===== src/rtl/fetch_sequencer_pkg.sv =====
// Shared definitions for the fetch sequencer slice.
//   - State encoding (IDLE=0, FETCH=1, DECODE=2, ISSUE=3, HALTED=4, WAIT_STEP=5)
//   - HALT opcode value
//   - Opcode/operand field position helpers, derived from the instruction width
package fetch_sequencer_pkg;

  localparam logic [2:0] ST_IDLE      = 3'd0;
  localparam logic [2:0] ST_FETCH     = 3'd1;
  localparam logic [2:0] ST_DECODE    = 3'd2;
  localparam logic [2:0] ST_ISSUE     = 3'd3;
  localparam logic [2:0] ST_HALTED    = 3'd4;
  localparam logic [2:0] ST_WAIT_STEP = 3'd5;

  typedef enum logic [2:0] {
    S_IDLE      = ST_IDLE,
    S_FETCH     = ST_FETCH,
    S_DECODE    = ST_DECODE,
    S_ISSUE     = ST_ISSUE,
    S_HALTED    = ST_HALTED,
    S_WAIT_STEP = ST_WAIT_STEP
  } state_t;

  localparam int              OPC_W    = 5;
  localparam logic [OPC_W-1:0] OPC_HALT = 5'b00000;

  // Opcode occupies the top OPC_W bits, operand the remainder.
  function automatic int opc_msb(input int db);
    return db - 1;
  endfunction

  function automatic int opc_lsb(input int db);
    return db - OPC_W;
  endfunction

  function automatic int opr_msb(input int db);
    return db - OPC_W - 1;
  endfunction

endpackage


===== src/rtl/fetch_sequencer_counter.sv =====
// fetch_seq_counter: saturating retired-instruction counter.
// Ports:
//   clk   - clock
//   clr   - synchronous clear (active-high)
//   en    - count one event this cycle
//   count - current count, sticks at all-ones
module fetch_seq_counter #(
  parameter int CW = 16
) (
  input  logic          clk,
  input  logic          clr,
  input  logic          en,
  output logic [CW-1:0] count
);

  always_ff @(posedge clk) begin
    if (clr) begin
      count <= '0;
    end else if (en && (count != '1)) begin
      count <= count + CW'(1);
    end
  end

endmodule


===== src/rtl/fetch_sequencer.sv =====
// fetch_sequencer: drives the synchronous program memory address, captures
// the returned instruction and hands it downstream with valid/ready.
// A HALT opcode parks the sequencer; a start pulse resumes at pc+1.
//
// Ports:
//   clk, reset      - clock, synchronous active-high reset
//   start           - begin from IDLE / resume from HALTED
//   pm_addr/pm_data - program memory address (= pc) and read data (1-cycle latency)
//   instr, instr_valid, instr_ready - downstream handshake
//   pc              - address of current/last instruction
//   busy, halted    - status flags
//   retired         - saturating count of accepted instructions
//   step, step_mode - only with FETCH_SEQ_SINGLE_STEP_EN: when step_mode=1,
//                     each accepted instruction waits for a step pulse.
module fetch_sequencer
  import fetch_sequencer_pkg::*;
#(
  parameter int AB = 11,
  parameter int DB = 16,
  parameter int CW = 16
) (
  input  logic          clk,
  input  logic          reset,
  input  logic          start,
  output logic [AB-1:0] pm_addr,
  input  logic [DB-1:0] pm_data,
  output logic [DB-1:0] instr,
  output logic          instr_valid,
  input  logic          instr_ready,
  output logic [AB-1:0] pc,
  output logic          busy,
  output logic          halted,
  output logic [CW-1:0] retired
`ifdef FETCH_SEQ_SINGLE_STEP_EN
  ,
  input  logic          step,
  input  logic          step_mode
`endif
);

  localparam int OPC_MSB = opc_msb(DB);
  localparam int OPC_LSB = opc_lsb(DB);

  state_t           state;
  logic [OPC_W-1:0] opcode;
  logic             accept;

  assign pm_addr = pc;
  assign opcode  = pm_data[OPC_MSB:OPC_LSB];
  // instr_valid is always 1 in ISSUE, so the handshake only needs ready.
  assign accept  = (state == S_ISSUE) && instr_ready;

  always_ff @(posedge clk) begin
    if (reset) begin
      state       <= S_IDLE;
      pc          <= '0;
      instr       <= '0;
      instr_valid <= 1'b0;
      busy        <= 1'b0;
      halted      <= 1'b0;
    end else begin
      case (state)
        S_IDLE: begin
          if (start) begin
            pc    <= '0;
            busy  <= 1'b1;
            state <= S_FETCH;
          end
        end
        // Address is held for one cycle; memory captures Mem[pc] at this edge.
        S_FETCH: begin
          state <= S_DECODE;
        end
        S_DECODE: begin
          instr <= pm_data;
          if (opcode == OPC_HALT) begin
            halted <= 1'b1;
            busy   <= 1'b0;
            state  <= S_HALTED;
          end else begin
            instr_valid <= 1'b1;
            state       <= S_ISSUE;
          end
        end
        S_ISSUE: begin
          if (instr_ready) begin
            instr_valid <= 1'b0;
            pc          <= pc + AB'(1);
`ifdef FETCH_SEQ_SINGLE_STEP_EN
            if (step_mode) begin
              busy  <= 1'b0;
              state <= S_WAIT_STEP;
            end else begin
              state <= S_FETCH;
            end
`else
            state <= S_FETCH;
`endif
          end
        end
        // pc still points at the HALT; resume skips past it.
        S_HALTED: begin
          if (start) begin
            halted <= 1'b0;
            busy   <= 1'b1;
            pc     <= pc + AB'(1);
            state  <= S_FETCH;
          end
        end
`ifdef FETCH_SEQ_SINGLE_STEP_EN
        S_WAIT_STEP: begin
          if (step) begin
            busy  <= 1'b1;
            state <= S_FETCH;
          end
        end
`endif
        default: begin
          busy  <= 1'b0;
          state <= S_IDLE;
        end
      endcase
    end
  end

  fetch_seq_counter #(.CW(CW)) u_retired (
    .clk   (clk),
    .clr   (reset),
    .en    (accept),
    .count (retired)
  );

endmodule


===== config.mk =====
export PLATFORM = sky130hd
export DESIGN_NAME = fetch_sequencer
export DESIGN_NICKNAME = d
export VERILOG_FILES = /design/src/rtl/fetch_sequencer_pkg.sv /design/src/rtl/fetch_sequencer_counter.sv /design/src/rtl/fetch_sequencer.sv
export SDC_FILE = /design/constraint.sdc
export NUM_CORES = 1
export LEC_CHECK = 0
export ABC_AREA = 1
export ABC_CLOCK_PERIOD_IN_PS = 2500
export BUFFER_PORTS_ARGS = -buffer_cell sky130_fd_sc_hd__buf_2
export CAP_MARGIN = 10
export CORE_MARGIN = 2
export CORE_UTILIZATION = 40
export CTS_CLUSTER_DIAMETER = 150
export DETAILED_ROUTE_END_ITERATION = 16
export PLACE_DENSITY = 0.74
export SLEW_MARGIN = 15
export SYNTH_ARGS = -nofsm -noshare
export SYNTH_HDL_FRONTEND = slang
export SYNTH_HIERARCHICAL = 1
export SYNTH_SLANG_ARGS = --single-unit

===== constraint.sdc =====
create_clock -name clk -period 2.5 [get_ports clk]
set_input_delay 0.25 -clock clk [delete_from_list [all_inputs] [get_ports clk]]
set_output_delay 0.25 -clock clk [all_outputs]
set_load 0.02 [all_outputs]

==> key figures, run 1 <==
Outcome
  – Result of the run: complete, no violations

Routing
  – Violation count after the first detailed-route iteration: 128
  – Detail-routed via count per cell: 4.82
  – Detailed-routing iteration count for the pre-antenna-repair pass: 5
  – Post-detailed-routing wire length: 5890 um
  – Number of design rule violations left after detail routing: 0
  – Via count of the routed design: 2562
  – Post-route ant nets: 0
  – Avg WL per Cell: 11.1 um

Clocking
  – Number of instances resized during post-cts repair: 0
  – Max H-tree Level: 2
  – Hold bufs inserted after CTS: 0
  – Register clock-pin slew on the reported worst setup and hold paths: roughly 90 ps
  – Worst skew pair latency: just over 300 ps
  – Sinks on Clock Net: 49
  – Max clock buf depth: 2
  – Cts bufs inserted: 5
  – Number of setup buffers added after CTS: 0
  – Root Buffer: sky130_fd_sc_hd__clkbuf_8
  – CTS tree: done

Die
  – DIE HEIGHT: about 84 um
  – Starting utilization of the core area: 0.409
  – Die area: 7030 um2
  – Top Ports: 77
  – Horizontal die dimension: 83.9 um
  – Number of placement rows: 29
  – Area inside the core boundary: 6240 um2

Timing
  – Sum of negative setup slack: 0 ps
  – Fin crit period: 1930 ps
  – Worst-case clock skew: around 10 ps
  – Final Hold Vio Count: 0
  – Period utilization: 0.771
  – Unrepaired setup endpoints after global routing: false
  – WHS: 158 ps
  – Slew at the pin closest to its max-slew limit: a little under 600 ps
  – Post-layout worst setup margin: 573 ps
  – Relative slew slack: 0.610
  – Final Max Tran Viols: 0
  – Maximum clock rate: 519 MHz
  – Setup-violating endpoint count in the final report: 0

Min path
  – Type of the most critical hold path: input pin to register

Yosys
  – Async set or reset register ratio after synthesis: 0
  – Top_reg_cell synth: sky130_fd_sc_hd__dfxtp_1
  – Post-Synthesis Cells: between 300 and 400
  – Post-synthesis share of cell area spent on full adders, half adders and majority gates: 0.00981
  – Multiplexer share of the synthesized area: 0
  – Netlist area before placement: 2550 um2
  – Simple-gate share of the synthesized area: 0.420
  – Distinct cell type count of the synthesized netlist: 27
  – Per-instance average area after synthesis: 6.56 um2
  – Total nets after synthesis: around 410
  – Post-synthesis xor/xnor area fraction: 0
  – Fraction of the mapped netlist area in compound gates: 0.0878
  – Count of flip-flops with a built-in enable after synthesis: 0
  – Dominant combinational cell family by area after synthesis: simple AND/OR/NAND/NOR gates
  – Total of flip-flops plus latches after synthesis: slightly below 50
  – Part of the Yosys area used for sequential elements: 0.385
  – Synth Warn #: 6

Final layout
  – Leading cell type in the layout, fill and taps excluded: sky130_fd_sc_hd__nor2_1
  – Number of antenna cells inserted: 0
  – Number of nets at the end of the flow: 476
  – Commonest non-fill, non-tap cells in the layout: 94 x sky130_fd_sc_hd__nor2_1, 92 x sky130_fd_sc_hd__nand2_1, 76 x sky130_fd_sc_hd__buf_2
  – P&R area growth vs syn: 19.4%
  – Fraction of layout instances using a drive strength above 1: 0.242

Setup path
  – Crit path kind: register to register
  – Endpoint of the most critical register-to-register path: u_retired/count[14]$_SDFFE_PP0P_
  – WP data required: 2710 ps
  – Worst reg2reg startpoint: state[0]$_SDFFE_PP0P_
  – Crit path launch type: register
  – Capture point of the critical path: u_retired/count[14]$_SDFFE_PP0P_
  – Crit path DAT: roughly 2100 ps
  – CP Capture Type: register
  – Peak fanout along the critical path: 8
  – Worst-case register-to-register setup slack: 570 ps
  – Timing startpoint of the critical path: state[0]$_SDFFE_PP0P_
  – Worst reg2reg path depth: 9

Power
  – Leakage power of the design: 0.00146 uW
  – IR Drop Worst-Case VDD: 0.379 mV
  – PwrDens: 717 nW/um2

Run
  – # Max-Cap Violations: 0

Placed design
  – Final estimated routing congestion in global placement: 0.882
  – Port Buffers: 76
  – Post-Place Worst Slack: 634 ps
  – Detail Placement HPWL: 4430 um

Global routing
  – Maximum number of pins on one net before global-route repair: 23
  – Via count of the first global-routing pass: 2320
  – Residual overflow from global routing: 0
  – Antenna violations before repair: 0
  – Overall routing resource usage: 0.169
  – Wire length of the first global-routing pass: 10000 um
state kept, by name (all words and copies together), names as in the netlist:
signal           cells
instr               16
u_retired/count     16
pc                  11
state                3
busy                 1
halted               1
instr_valid          1
logic make-up after synthesis:
| family | count (synthesis) |
|---|---|
| and+or+nand+nor | 244 |
| buffers and inverters | 52 |
| DFF | 49 |
| AOI/OAI and AO/OA | 42 |
| adders and majority gates | 2 |
critical path, cell delays in order, from the launching register on:
cell and delay [ps]:
sky130_fd_sc_hd__dfxtp_1 480, sky130_fd_sc_hd__nand3_1 180, sky130_fd_sc_hd__nor2_1 420, sky130_fd_sc_hd__nand2_1 170, sky130_fd_sc_hd__inv_1 100, sky130_fd_sc_hd__nand3_1 100, sky130_fd_sc_hd__nor2_1 140, sky130_fd_sc_hd__nand3_1 100
sky130_fd_sc_hd__nand2_1 80, sky130_fd_sc_hd__nor2_1 40
final cells by class:
cell class                 instances  area (um2)
fill                             652        3190
tap                               77        96.3
clock inverter                     3        68.8
sequential                        49         981
multi-input combinational        288        1320
timing repair buffer              77         388
clock buffer                       5        68.8
inverter                          33         124
Yosys cell counts (3+ instances only):
cell type / number / share of area
sky130_fd_sc_hd__nor2_1: 94 / 0.14
sky130_fd_sc_hd__nand2_1: 92 / 0.14
sky130_fd_sc_hd__dfxtp_1: 49 / 0.38
sky130_fd_sc_hd__inv_1: 32 / 0.047
sky130_fd_sc_hd__nand3_1: 25 / 0.049
sky130_fd_sc_hd__o21ai_0: 21 / 0.041
sky130_fd_sc_hd__a21oi_1: 18 / 0.035
sky130_fd_sc_hd__nor2_2: 14 / 0.034
sky130_fd_sc_hd__buf_4: 11 / 0.032
sky130_fd_sc_hd__nand4_1: 6 / 0.015
sky130_fd_sc_hd__clkbuf_1: 4 / 0.0059
sky130_fd_sc_hd__nand2_2: 3 / 0.0074
sky130_fd_sc_hd__nor2_4: 3 / 0.013
routing by layer:
layer	up-vias	GRT usage	share of wire
li1	1341	-	-
met1	1135	0.211	0.46
met2	77	0.287	0.46
met3	9	0.0514	0.073
met4	0	0.0396	0.011
met5	-	0	0
worst min-delay path by stage:
| stage | cells past startpoint | slack, ps | end | start |
|---|---|---|---|---|
| 2_1_floorplan | 2 | 380 | instr[10]$_SDFFE_PP0N_ | pm_data[10] |
| 3_3_place_gp | 2 | 460 | halted$_SDFFE_PP0P_ | halted$_SDFFE_PP0P_ |
| 3_5_place_dp | 2 | 470 | halted$_SDFFE_PP0P_ | halted$_SDFFE_PP0P_ |
| 4_1_cts | 3 | 150 | instr[2]$_SDFFE_PP0N_ | pm_data[2] |
| 5_1_grt | 3 | 150 | instr[4]$_SDFFE_PP0N_ | pm_data[4] |
| 6_report | 3 | 160 | instr[2]$_SDFFE_PP0N_ | pm_data[2] |
report_power, final:
part	total [uW]	internal, uW	switching, uW
Sequential	926	869	57.0
Combinational	583	179	404
Clock	675	403	272
Total	2180	1450	733
through the flow:
step / cell area (um2) / util / cells / total power [uW]
after floorplan: 2550 / - / 389 / 1370
after global placement: 2910 / 0.466 / 524 / 1510
after detailed placement: 2910 / 0.466 / 524 / 1530
after CTS: 3050 / 0.488 / 532 / 2210
after global routing: 3050 / 0.488 / 532 / 2320
final: 3050 / 0.488 / 532 / 2180
No activity file was read; power rests on OpenSTA's default activity.
==> inputs of run 2 (changes only) <==
--- a/config.mk
+++ b/config.mk
@@ -5,15 +5,15 @@
 export SDC_FILE = /design/constraint.sdc
 export NUM_CORES = 1
 export LEC_CHECK = 0
-export ABC_AREA = 1
-export ABC_CLOCK_PERIOD_IN_PS = 2500
+export ABC_AREA = 0
+export ABC_CLOCK_PERIOD_IN_PS = 1650
 export BUFFER_PORTS_ARGS = -buffer_cell sky130_fd_sc_hd__buf_2
 export CAP_MARGIN = 10
 export CORE_MARGIN = 2
 export CORE_UTILIZATION = 40
 export CTS_CLUSTER_DIAMETER = 150
 export DETAILED_ROUTE_END_ITERATION = 16
-export PLACE_DENSITY = 0.74
+export PLACE_DENSITY = 0.77
 export SLEW_MARGIN = 15
 export SYNTH_ARGS = -nofsm -noshare
 export SYNTH_HDL_FRONTEND = slang
==> constraint.sdc (replaced) <==
create_clock -name clk -period 1.65 [get_ports clk]
set_input_delay 0.165 -clock clk [delete_from_list [all_inputs] [get_ports clk]]
set_output_delay 0.165 -clock clk [all_outputs]
set_load 0.02 [all_outputs]
==> run 2 against run 1 <==
Against the previous run:
- via count down 10%
- die area down 7.2%
- utilization up 6.6 points
- clock skew up 3.0 ps
- first-iteration DRC count down 67%
- synthesized area down 7.5%
- design area up 2.0%
- wire length down 6.0%
- global-route usage up 0.47 points
- critical path depth down 3
- highest routed layer unchanged
==> key figures, run 2 <==
Timing
  – Worst-case clock skew: 13.2 ps (was 10.2 ps)
  – Slew at the pin closest to its max-slew limit: 398 ps (was 585 ps)
  – Post-layout worst setup margin: 44.1 ps (was 573 ps)
  – WHS: 91.3 ps (was 158 ps)
  – Final Max Tran Viols: 0 (unchanged)
  – Maximum clock rate: 623 MHz (was 519 MHz)
  – Sum of negative setup slack: 0 ps (unchanged)
  – Setup-violating endpoint count in the final report: 0 (unchanged)
  – Unrepaired setup endpoints after global routing: true (was false)
  – Final Hold Vio Count: 0 (unchanged)
  – Period utilization: 0.973 (was 0.771)
  – Relative slew slack: 0.731 (was 0.610)
  – Fin crit period: 1610 ps (was 1930 ps)

Setup path
  – Peak fanout along the critical path: 10 (was 8)
  – Crit path kind: register to register (unchanged)
  – Crit path DAT: 1840 ps (was 2140 ps)
  – Worst reg2reg path depth: 6 (was 9)
  – WP data required: 1890 ps (was 2710 ps)
  – Crit path launch type: register (unchanged)
  – CP Capture Type: register (unchanged)

Global routing
  – Via count of the first global-routing pass: 2061 (was 2320)
  – Maximum number of pins on one net before global-route repair: 21 (was 23)
  – Overall routing resource usage: 0.174 (was 0.169)
  – Residual overflow from global routing: 0 (unchanged)
  – Antenna violations before repair: 0 (unchanged)
  – Wire length of the first global-routing pass: 8960 um (was 10000 um)

Yosys
  – Netlist area before placement: 2360 um2 (was 2550 um2)
  – Most common cell in the netlist: sky130_fd_sc_hd__dfxtp_1 (was sky130_fd_sc_hd__nor2_1)
  – Largest area contributor in the synthesized netlist: sky130_fd_sc_hd__dfxtp_1 (unchanged)
  – Async set or reset register ratio after synthesis: 0 (unchanged)
  – Total nets after synthesis: 297 (was 411)
  – Area share of the leading cell type in the synthesized netlist: 0.416 (was 0.385)
  – Count of flip-flops with a built-in enable after synthesis: 0 (unchanged)
  – Post-Synthesis Cells: 275 (was 389)
  – Distinct cell type count of the synthesized netlist: 49 (was 27)
  – Leading cell types by count after synthesis: 49 x sky130_fd_sc_hd__dfxtp_1, 46 x sky130_fd_sc_hd__nand2_1, 30 x sky130_fd_sc_hd__a21oi_1, 16 x sky130_fd_sc_hd__nor2_1 (was 94 x sky130_fd_sc_hd__nor2_1, 92 x sky130_fd_sc_hd__nand2_1, 49 x sky130_fd_sc_hd__dfxtp_1, 32 x sky130_fd_sc_hd__inv_1, 25 x sky130_fd_sc_hd__nand3_1)
  – Area contributors post-synth: sky130_fd_sc_hd__dfxtp_1 42%, sky130_fd_sc_hd__nand2_1 7.3%, sky130_fd_sc_hd__a21oi_1 6.4% (was sky130_fd_sc_hd__dfxtp_1 38%, sky130_fd_sc_hd__nor2_1 14%, sky130_fd_sc_hd__nand2_1 14%)
  – Per-instance average area after synthesis: 8.58 um2 (was 6.56 um2)
  – Top_reg_cell synth: sky130_fd_sc_hd__dfxtp_1 (unchanged)
  – Part of the Yosys area used for sequential elements: 0.416 (was 0.385)
  – Synth Warn #: 6 (unchanged)
  – Total of flip-flops plus latches after synthesis: 49 (unchanged)

Clocking
  – Root Buffer: sky130_fd_sc_hd__clkbuf_8 (unchanged)
  – Max H-tree Level: 2 (unchanged)
  – CTS tree: done (unchanged)
  – Max clock buf depth: 2 (unchanged)
  – Worst skew pair latency: 300 ps (was 310 ps)
  – Sinks on Clock Net: 49 (unchanged)
  – Hold bufs inserted after CTS: 0 (unchanged)
  – Register clock-pin slew on the reported worst setup and hold paths: 90 ps (about the same)
  – Cts bufs inserted: 5 (unchanged)

Power
  – Power share of the sequential group: 0.560 (was 0.424)
  – Internal power summed over all cells: 1620 uW (was 1450 uW)
  – PwrDens: 710 nW/um2 (was 717 nW/um2)
  – Portion of total power attributed to the clock network: 0.313 (was 0.309)
  – Leakage power of the design: 0.00131 uW (was 0.00146 uW)
  – Total net switching power: 586 uW (was 733 uW)
  – Comb pwr share: 0.127 (was 0.267)
  – Tot Pwr: 2210 uW (was 2180 uW)
  – IR Drop Worst-Case VDD: 0.377 mV (was 0.379 mV)
  – Switching power as a share of total power: 0.266 (was 0.336)

Run
  – # Max-Cap Violations: 0 (unchanged)

Final layout
  – Fraction of layout instances using a drive strength above 1: 0.406 (was 0.242)
  – P&R area growth vs syn: 31.7% (was 19.4%)
  – Leading cell type in the layout, fill and taps excluded: sky130_fd_sc_hd__buf_2 (was sky130_fd_sc_hd__nor2_1)
  – Biggest registers after layout: instr (16), u_retired/count (16), pc (11) (unchanged)
  – Number of nets at the end of the flow: 394 (was 476)
  – Number of antenna cells inserted: 0 (unchanged)
  – FILL cells: 548 (was 652)
  – Commonest non-fill, non-tap cells in the layout: 76 x sky130_fd_sc_hd__buf_2, 45 x sky130_fd_sc_hd__nand2_1, 43 x sky130_fd_sc_hd__dfxtp_1 (was 94 x sky130_fd_sc_hd__nor2_1, 92 x sky130_fd_sc_hd__nand2_1, 76 x sky130_fd_sc_hd__buf_2)
  – Multi-input gate area: 1220 um2 (was 1320 um2)
  – Seq. cell area: 988 um2 (was 981 um2)

Min path
  – Type of the most critical hold path: input pin to register (unchanged)
  – Cell depth of the worst hold path: 3 (unchanged)

Routing
  – Avg WL per Cell: 12.5 um (was 11.1 um)
  – Detail-routed via count per cell: 5.18 (was 4.82)
  – Post-route ant nets: 0 (unchanged)
  – Via count of the routed design: 2299 (was 2562)
  – Detailed-routing iteration count for the pre-antenna-repair pass: 4 (was 5)
  – Violation count after the first detailed-route iteration: 42 (was 128)
  – Number of design rule violations left after detail routing: 0 (unchanged)
  – Post-detailed-routing wire length: 5540 um (was 5890 um)

Die
  – Top Ports: 77 (unchanged)
  – DIE HEIGHT: 80.8 um (was 83.9 um)
  – Horizontal die dimension: 80.8 um (was 83.9 um)
  – Number of placement rows: 27 (was 29)
  – Die area: 6530 um2 (was 7030 um2)
  – Area inside the core boundary: 5610 um2 (was 6240 um2)
  – Starting utilization of the core area: 0.421 (was 0.409)

Placed design
  – Post-Place Worst Slack: 19.9 ps (was 634 ps)
  – Port Buffers: 76 (unchanged)
  – Detail Placement HPWL: 4160 um (was 4430 um)
  – Final estimated routing congestion in global placement: 0.794 (was 0.882)

Outcome
  – Result of the run: complete, no violations (unchanged)
## run 2: cell types whose count changed in the layout (fill, tap and decap cells not counted), moves of 13 or more
cell / before / now
sky130_fd_sc_hd__nand2_1: 92 / 45
sky130_fd_sc_hd__nor2_1: 94 / 16
sky130_fd_sc_hd__nor2_2: 14 / 1
sky130_fd_sc_hd__inv_1: 32 / 6
sky130_fd_sc_hd__buf_4: 1 / 38
sky130_fd_sc_hd__nand3_1: 25 / 9
sky130_fd_sc_hd__o21ai_0: 21 / 6
## run 2: power by group through the flow
| stage | clock [uW] | sequential, uW | combinational, uW |
|---|---|---|---|
| 2_1_floorplan | 0 | 1300 | 143 |
| 3_3_place_gp | 0 | 1260 | 267 |
| 3_5_place_dp | 0 | 1260 | 271 |
| 4_1_cts | 721 | 1240 | 272 |
| 5_1_grt | 759 | 1240 | 307 |
| 6_report | 691 | 1240 | 279 |
## run 2: cells by family after synthesis
| kind of cell | after synthesis | share of synthesized area |
|---|---|---|
| flip-flops | 49 | 0.416 |
| adder cells (fa/ha/maj) | 2 | 0.0106 |
| AND/OR/NAND/NOR | 115 | 0.255 |
| buffers and inverters | 34 | 0.0822 |
| AO/OA/AOI/OAI | 62 | 0.187 |
| multiplexers | 2 | 0.00901 |
| XOR/XNOR | 11 | 0.0408 |
## run 2: final timing paths
path                                                        from                               to  slack [ps]
worst min register to register             state[0]$_SDFFE_PP0P_            state[2]$_SDFFE_PP0P_         440
worst max-delay path            u_retired/count[13]$_SDFFE_PP0P_  u_retired/count[7]$_SDFFE_PP0P_          40
worst min-delay path                                  pm_data[6]            instr[6]$_SDFFE_PP0N_          90
worst max register to register  u_retired/count[13]$_SDFFE_PP0P_  u_retired/count[7]$_SDFFE_PP0P_          40
## run 2: metal layers
metal / GRT usage / wire length (um) / vias up
met4: 0.0525 / 75 / 0
met1: 0.206 / 2470 / 1081
li1: - / - / 1158
met2: 0.312 / 2780 / 53
met3: 0.0378 / 216 / 7
met5: 0 / 0 / -
## run 2: through the flow
stage | instances | util | cell area, um2
6_report | 444 | 0.554 | 3110
5_1_grt | 444 | 0.554 | 3110
4_1_cts | 441 | 0.545 | 3060
3_5_place_dp | 434 | 0.529 | 2970
3_3_place_gp | 434 | 0.529 | 2970
2_1_floorplan | 275 | - | 2400
## run 2: what timing repair did
item / in CTS / in global routing
setup endpoints to repair: 1 / 16
gates resized for setup: 1 / 11
pin swaps: 0 / 5
buffers inserted: 0 / 3
## run 2: worst max-delay path: stages (launching register included)
cell and delay (ps):
sky130_fd_sc_hd__dfxtp_1 320, sky130_fd_sc_hd__buf_4 150, sky130_fd_sc_hd__nand4_1 170, sky130_fd_sc_hd__nor4_4 70, sky130_fd_sc_hd__buf_4 170, sky130_fd_sc_hd__or4_1 520, sky130_fd_sc_hd__a21oi_2 130
## run 2: cell type report
cell class,instances,area share
well taps,72,0.0290
clock inverters,2,0.00523
repair buffers,116,0.221
clock buffers,5,0.0221
flip-flops and latches,49,0.318
inverters,8,0.0113
multi-input cells,192,0.393
==> inputs of run 3 (changes only) <==
--- a/config.mk
+++ b/config.mk
@@ -17,5 +17,4 @@
 export SLEW_MARGIN = 15
 export SYNTH_ARGS = -nofsm -noshare
 export SYNTH_HDL_FRONTEND = slang
-export SYNTH_HIERARCHICAL = 1
 export SYNTH_SLANG_ARGS = --single-unit
==> run 3 against run 2 <==
Against the previous run:
- the run now ends with negative setup slack left
- clock power grew 14%
- wire length up 13%
- count of clock-buffer cells in the layout up 1
- first-iteration DRC count grew 100%
- fmax shrank 6.1%
- critical path type unchanged
- largest cell class unchanged
==> key figures, run 3 <==
Outcome
  – Result of the run: finished with violations (was complete, no violations)
  – Violated checks: negative setup slack

Placed design
  – Port Buffers: 76 (unchanged)
  – Area post-placement: 3000 um2 (was 2970 um2)
  – Final estimated routing congestion in global placement: 0.800 (was 0.794)
  – Number of instances in the placed design: 454 (was 434)
  – Detail Placement HPWL: 4390 um (was 4160 um)

Yosys
  – Count of flip-flops with a built-in enable after synthesis: 0 (unchanged)
  – Distinct cell type count of the synthesized netlist: 45 (was 49)
  – Synth Warn #: 0 (was 6)
  – Per-instance average area after synthesis: 8.22 um2 (was 8.58 um2)
  – Netlist area before placement: 2370 um2 (was 2360 um2)
  – Total nets after synthesis: 310 (was 297)
  – Area contributors post-synth: sky130_fd_sc_hd__dfxtp_1 41%, sky130_fd_sc_hd__a21oi_1 7.8%, sky130_fd_sc_hd__nand2_1 7.5% (was sky130_fd_sc_hd__dfxtp_1 42%, sky130_fd_sc_hd__nand2_1 7.3%, sky130_fd_sc_hd__a21oi_1 6.4%)
  – Area share of the leading cell type in the synthesized netlist: 0.414 (was 0.416)
  – Post-Synthesis Cells: 288 (was 275)
  – Async set or reset register ratio after synthesis: 0 (unchanged)
  – Largest area contributor in the synthesized netlist: sky130_fd_sc_hd__dfxtp_1 (unchanged)
  – Total of flip-flops plus latches after synthesis: 49 (unchanged)
  – Leading cell types by count after synthesis: 49 x sky130_fd_sc_hd__dfxtp_1, 47 x sky130_fd_sc_hd__nand2_1, 37 x sky130_fd_sc_hd__a21oi_1, 13 x sky130_fd_sc_hd__nand3_1, 12 x sky130_fd_sc_hd__nor2_1 (was 49 x sky130_fd_sc_hd__dfxtp_1, 46 x sky130_fd_sc_hd__nand2_1, 30 x sky130_fd_sc_hd__a21oi_1, 16 x sky130_fd_sc_hd__nor2_1)
  – Most common cell in the netlist: sky130_fd_sc_hd__dfxtp_1 (unchanged)
  – Part of the Yosys area used for sequential elements: 0.414 (was 0.416)
  – Top_reg_cell synth: sky130_fd_sc_hd__dfxtp_1 (unchanged)

Timing
  – Final Hold Vio Count: 0 (unchanged)
  – Maximum clock rate: 584 MHz (was 623 MHz)
  – Setup-violating endpoint count in the final report: 3 (was 0)
  – Slew at the pin closest to its max-slew limit: 443 ps (was 398 ps)
  – Fin crit period: 1710 ps (was 1610 ps)
  – Post-layout worst setup margin: -61.0 ps (was 44.1 ps)
  – Unrepaired setup endpoints after global routing: true (unchanged)
  – Worst-case clock skew: 11.6 ps (was 13.2 ps)
  – Period utilization: 1.04 (was 0.973)
  – Final Max Tran Viols: 0 (unchanged)
  – Relative slew slack: 0.704 (was 0.731)

Power
  – Leakage power of the design: 0.00140 uW (was 0.00131 uW)
  – IR Drop Worst-Case VDD: 0.376 mV (was 0.377 mV)
  – PwrDens: 718 nW/um2 (was 710 nW/um2)

Final layout
  – Commonest non-fill, non-tap cells in the layout: 76 x sky130_fd_sc_hd__buf_2, 46 x sky130_fd_sc_hd__nand2_1, 46 x sky130_fd_sc_hd__buf_4 (was 76 x sky130_fd_sc_hd__buf_2, 45 x sky130_fd_sc_hd__nand2_1, 43 x sky130_fd_sc_hd__dfxtp_1)
  – Final std cells w/o fill: 471 (was 444)
  – Number of antenna cells inserted: 0 (unchanged)
  – Number of nets at the end of the flow: 417 (was 394)
  – Post-route standard cell area excluding fillers: 3250 um2 (was 3110 um2)
  – Fraction of layout instances using a drive strength above 1: 0.407 (was 0.406)
  – Biggest registers after layout: instr (16), u_retired.count (16), pc (11) (was instr (16), u_retired/count (16), pc (11))
  – P&R area growth vs syn: 37.1% (was 31.7%)
  – Leading cell type in the layout, fill and taps excluded: sky130_fd_sc_hd__buf_2 (unchanged)

Routing
  – Detailed-routing iteration count for the pre-antenna-repair pass: 4 (unchanged)
  – Post-detailed-routing wire length: 6290 um (was 5540 um)
  – Avg WL per Cell: 13.3 um (was 12.5 um)
  – Via count of the routed design: 2509 (was 2299)
  – Post-route ant nets: 0 (unchanged)
  – Detail-routed via count per cell: 5.33 (was 5.18)
  – Violation count after the first detailed-route iteration: 84 (was 42)
  – Number of design rule violations left after detail routing: 0 (unchanged)

Min path
  – Type of the most critical hold path: input pin to register (unchanged)
  – Beginning of the worst hold path: pm_data[1] (was pm_data[6])
  – Cell depth of the worst hold path: 3 (unchanged)
  – End point of the most critical hold path: instr[1]$_SDFFE_PP0N_ (was instr[6]$_SDFFE_PP0N_)

Setup path
  – Crit path launch type: register (unchanged)
  – Endpoint of the most critical register-to-register path: u_retired.count[15]$_SDFFE_PP0P_ (was u_retired/count[7]$_SDFFE_PP0P_)
  – Crit path kind: register to register (unchanged)
  – CP Capture Type: register (unchanged)
  – Cell with the largest stage delay on the worst path: sky130_fd_sc_hd__dfxtp_2 (was sky130_fd_sc_hd__or4_1)
  – Worst-case register-to-register setup slack: -60 ps (was 40 ps)
  – Family with the most delay on the worst path: simple AND/OR/NAND/NOR gates (unchanged)
  – Worst reg2reg startpoint: state[2]$_SDFFE_PP0P_ (was u_retired/count[13]$_SDFFE_PP0P_)
  – Ordered cell list for the critical path: and4b_2 -> nand4_1 -> buf_4 -> buf_4 -> nor4_4 -> mux2_4 (was buf_4 -> nand4_1 -> nor4_4 -> buf_4 -> or4_1 -> a21oi_2)
  – Peak fanout along the critical path: 5 (was 10)
  – WP data required: 1850 ps (was 1890 ps)
  – Most Frequent Cell on Critical Path: sky130_fd_sc_hd__buf_4 (unchanged)
  – Timing startpoint of the critical path: state[2]$_SDFFE_PP0P_ (was u_retired/count[13]$_SDFFE_PP0P_)
  – Critical path buffers and inverters: 2 (unchanged)
  – Crit path DAT: 1910 ps (was 1840 ps)
  – Delay of the slowest cell on the worst path: 350 ps (was 520 ps)
  – Worst reg2reg path depth: 6 (unchanged)

Clocking
  – Root Buffer: sky130_fd_sc_hd__clkbuf_8 (unchanged)
  – Max H-tree Level: 2 (unchanged)
  – Cts bufs inserted: 5 (unchanged)
  – Hold bufs inserted after CTS: 0 (unchanged)
  – Max clock buf depth: 2 (unchanged)
  – Worst skew pair latency: 320 ps (was 300 ps)
  – Sinks on Clock Net: 49 (unchanged)
  – Register clock-pin slew on the reported worst setup and hold paths: 100 ps (was 90 ps)
  – CTS tree: done (unchanged)

Run
  – # Max-Cap Violations: 0 (unchanged)

Global routing
  – Via count of the first global-routing pass: 2239 (was 2061)
  – Maximum number of pins on one net before global-route repair: 26 (was 21)
  – Residual overflow from global routing: 0 (unchanged)
  – Overall routing resource usage: 0.186 (was 0.174)
  – Wire length of the first global-routing pass: 9720 um (was 8960 um)
  – Antenna violations before repair: 0 (unchanged)

Die
  – DIE HEIGHT: 80.9 um (was 80.8 um)
  – Top Ports: 77 (unchanged)
  – Area inside the core boundary: 5820 um2 (was 5610 um2)
  – Die area: 6550 um2 (was 6530 um2)
  – Number of placement rows: 28 (was 27)
  – Starting utilization of the core area: 0.407 (was 0.421)
  – Horizontal die dimension: 80.9 um (was 80.8 um)
==> run 3: cells by family (layout without fill, tap and decap cells) <==
family | Yosys count | count (layout) | synth area share
compound gates | 77 | 77 | 0.203
fa+ha+maj | 2 | 2 | 0.0106
mux | 4 | 4 | 0.0180
flops | 49 | 49 | 0.414
buf+inv | 33 | 140 | 0.0782
simple gates | 123 | 124 | 0.275
==> run 3: stage by stage <==
stage               hold WS [ps]  utilization  total power [uW]  setup TNS (ps)  worst slack, ps
finish                      72.4        0.558              2330            -114            -61.0
global route                74.7        0.558              2430            -314            -90.5
CTS                         66.3        0.533              2340               0             17.5
detailed placement           414        0.515              1560               0             31.1
global placement             405        0.515              1550               0             48.5
floorplan                    301            -              1440            -103            -47.4
==> run 3: worst max path at each step <==
stage	end	cells past startpoint
3_3_place_gp	pc[5]$_SDFFE_PP0P_	5
2_1_floorplan	pc[8]$_SDFFE_PP0P_	6
5_1_grt	u_retired.count[15]$_SDFFE_PP0P_	6
3_5_place_dp	pc[5]$_SDFFE_PP0P_	5
4_1_cts	u_retired.count[0]$_SDFFE_PP0P_	5
6_report	u_retired.count[15]$_SDFFE_PP0P_	6
==> run 3: worst reg2reg max path, delay by kind of cell (launching register included) <==
| kind | cells | cell delay (ps) |
|---|---|---|
| muxes | 1 | 330 |
| DFF | 1 | 350 |
| buffers and inverters | 2 | 320 |
| and+or+nand+nor | 3 | 590 |
==> run 3: layer usage <==
layer	share of wire	global-route usage	vias to the layer above
met2	0.51	0.329	69
met5	0	0	-
met3	0.063	0.0489	9
met4	0.015	0.0576	0
li1	-	-	1261
met1	0.42	0.220	1170
==> run 3: where the power goes <==
part | switching, uW | internal [uW] | leakage, uW
clock network | 439 | 349 | 0.0000518
logic | 184 | 121 | 0.000945
registers | 21.9 | 1220 | 0.000401
==> run 3: area by class of cell <==
class / count / area [um2]
Fill cell: 559 / 2570
Multi-Input combinational cell: 207 / 1280
Sequential cell: 49 / 997
Timing Repair Buffer: 124 / 748
Tap cell: 75 / 93.8
Clock buffer: 6 / 82.6
Inverter: 8 / 30.0
Clock inverter: 2 / 17.5
==> run 3: timing repair <==
item | 4_1_cts | 5_1_grt
setup endpoints to repair | 1 | 21
buffers inserted | 0 | 8
gates resized for setup | 1 | 23
pin swaps | 0 | 13
gates cloned | 0 | 1
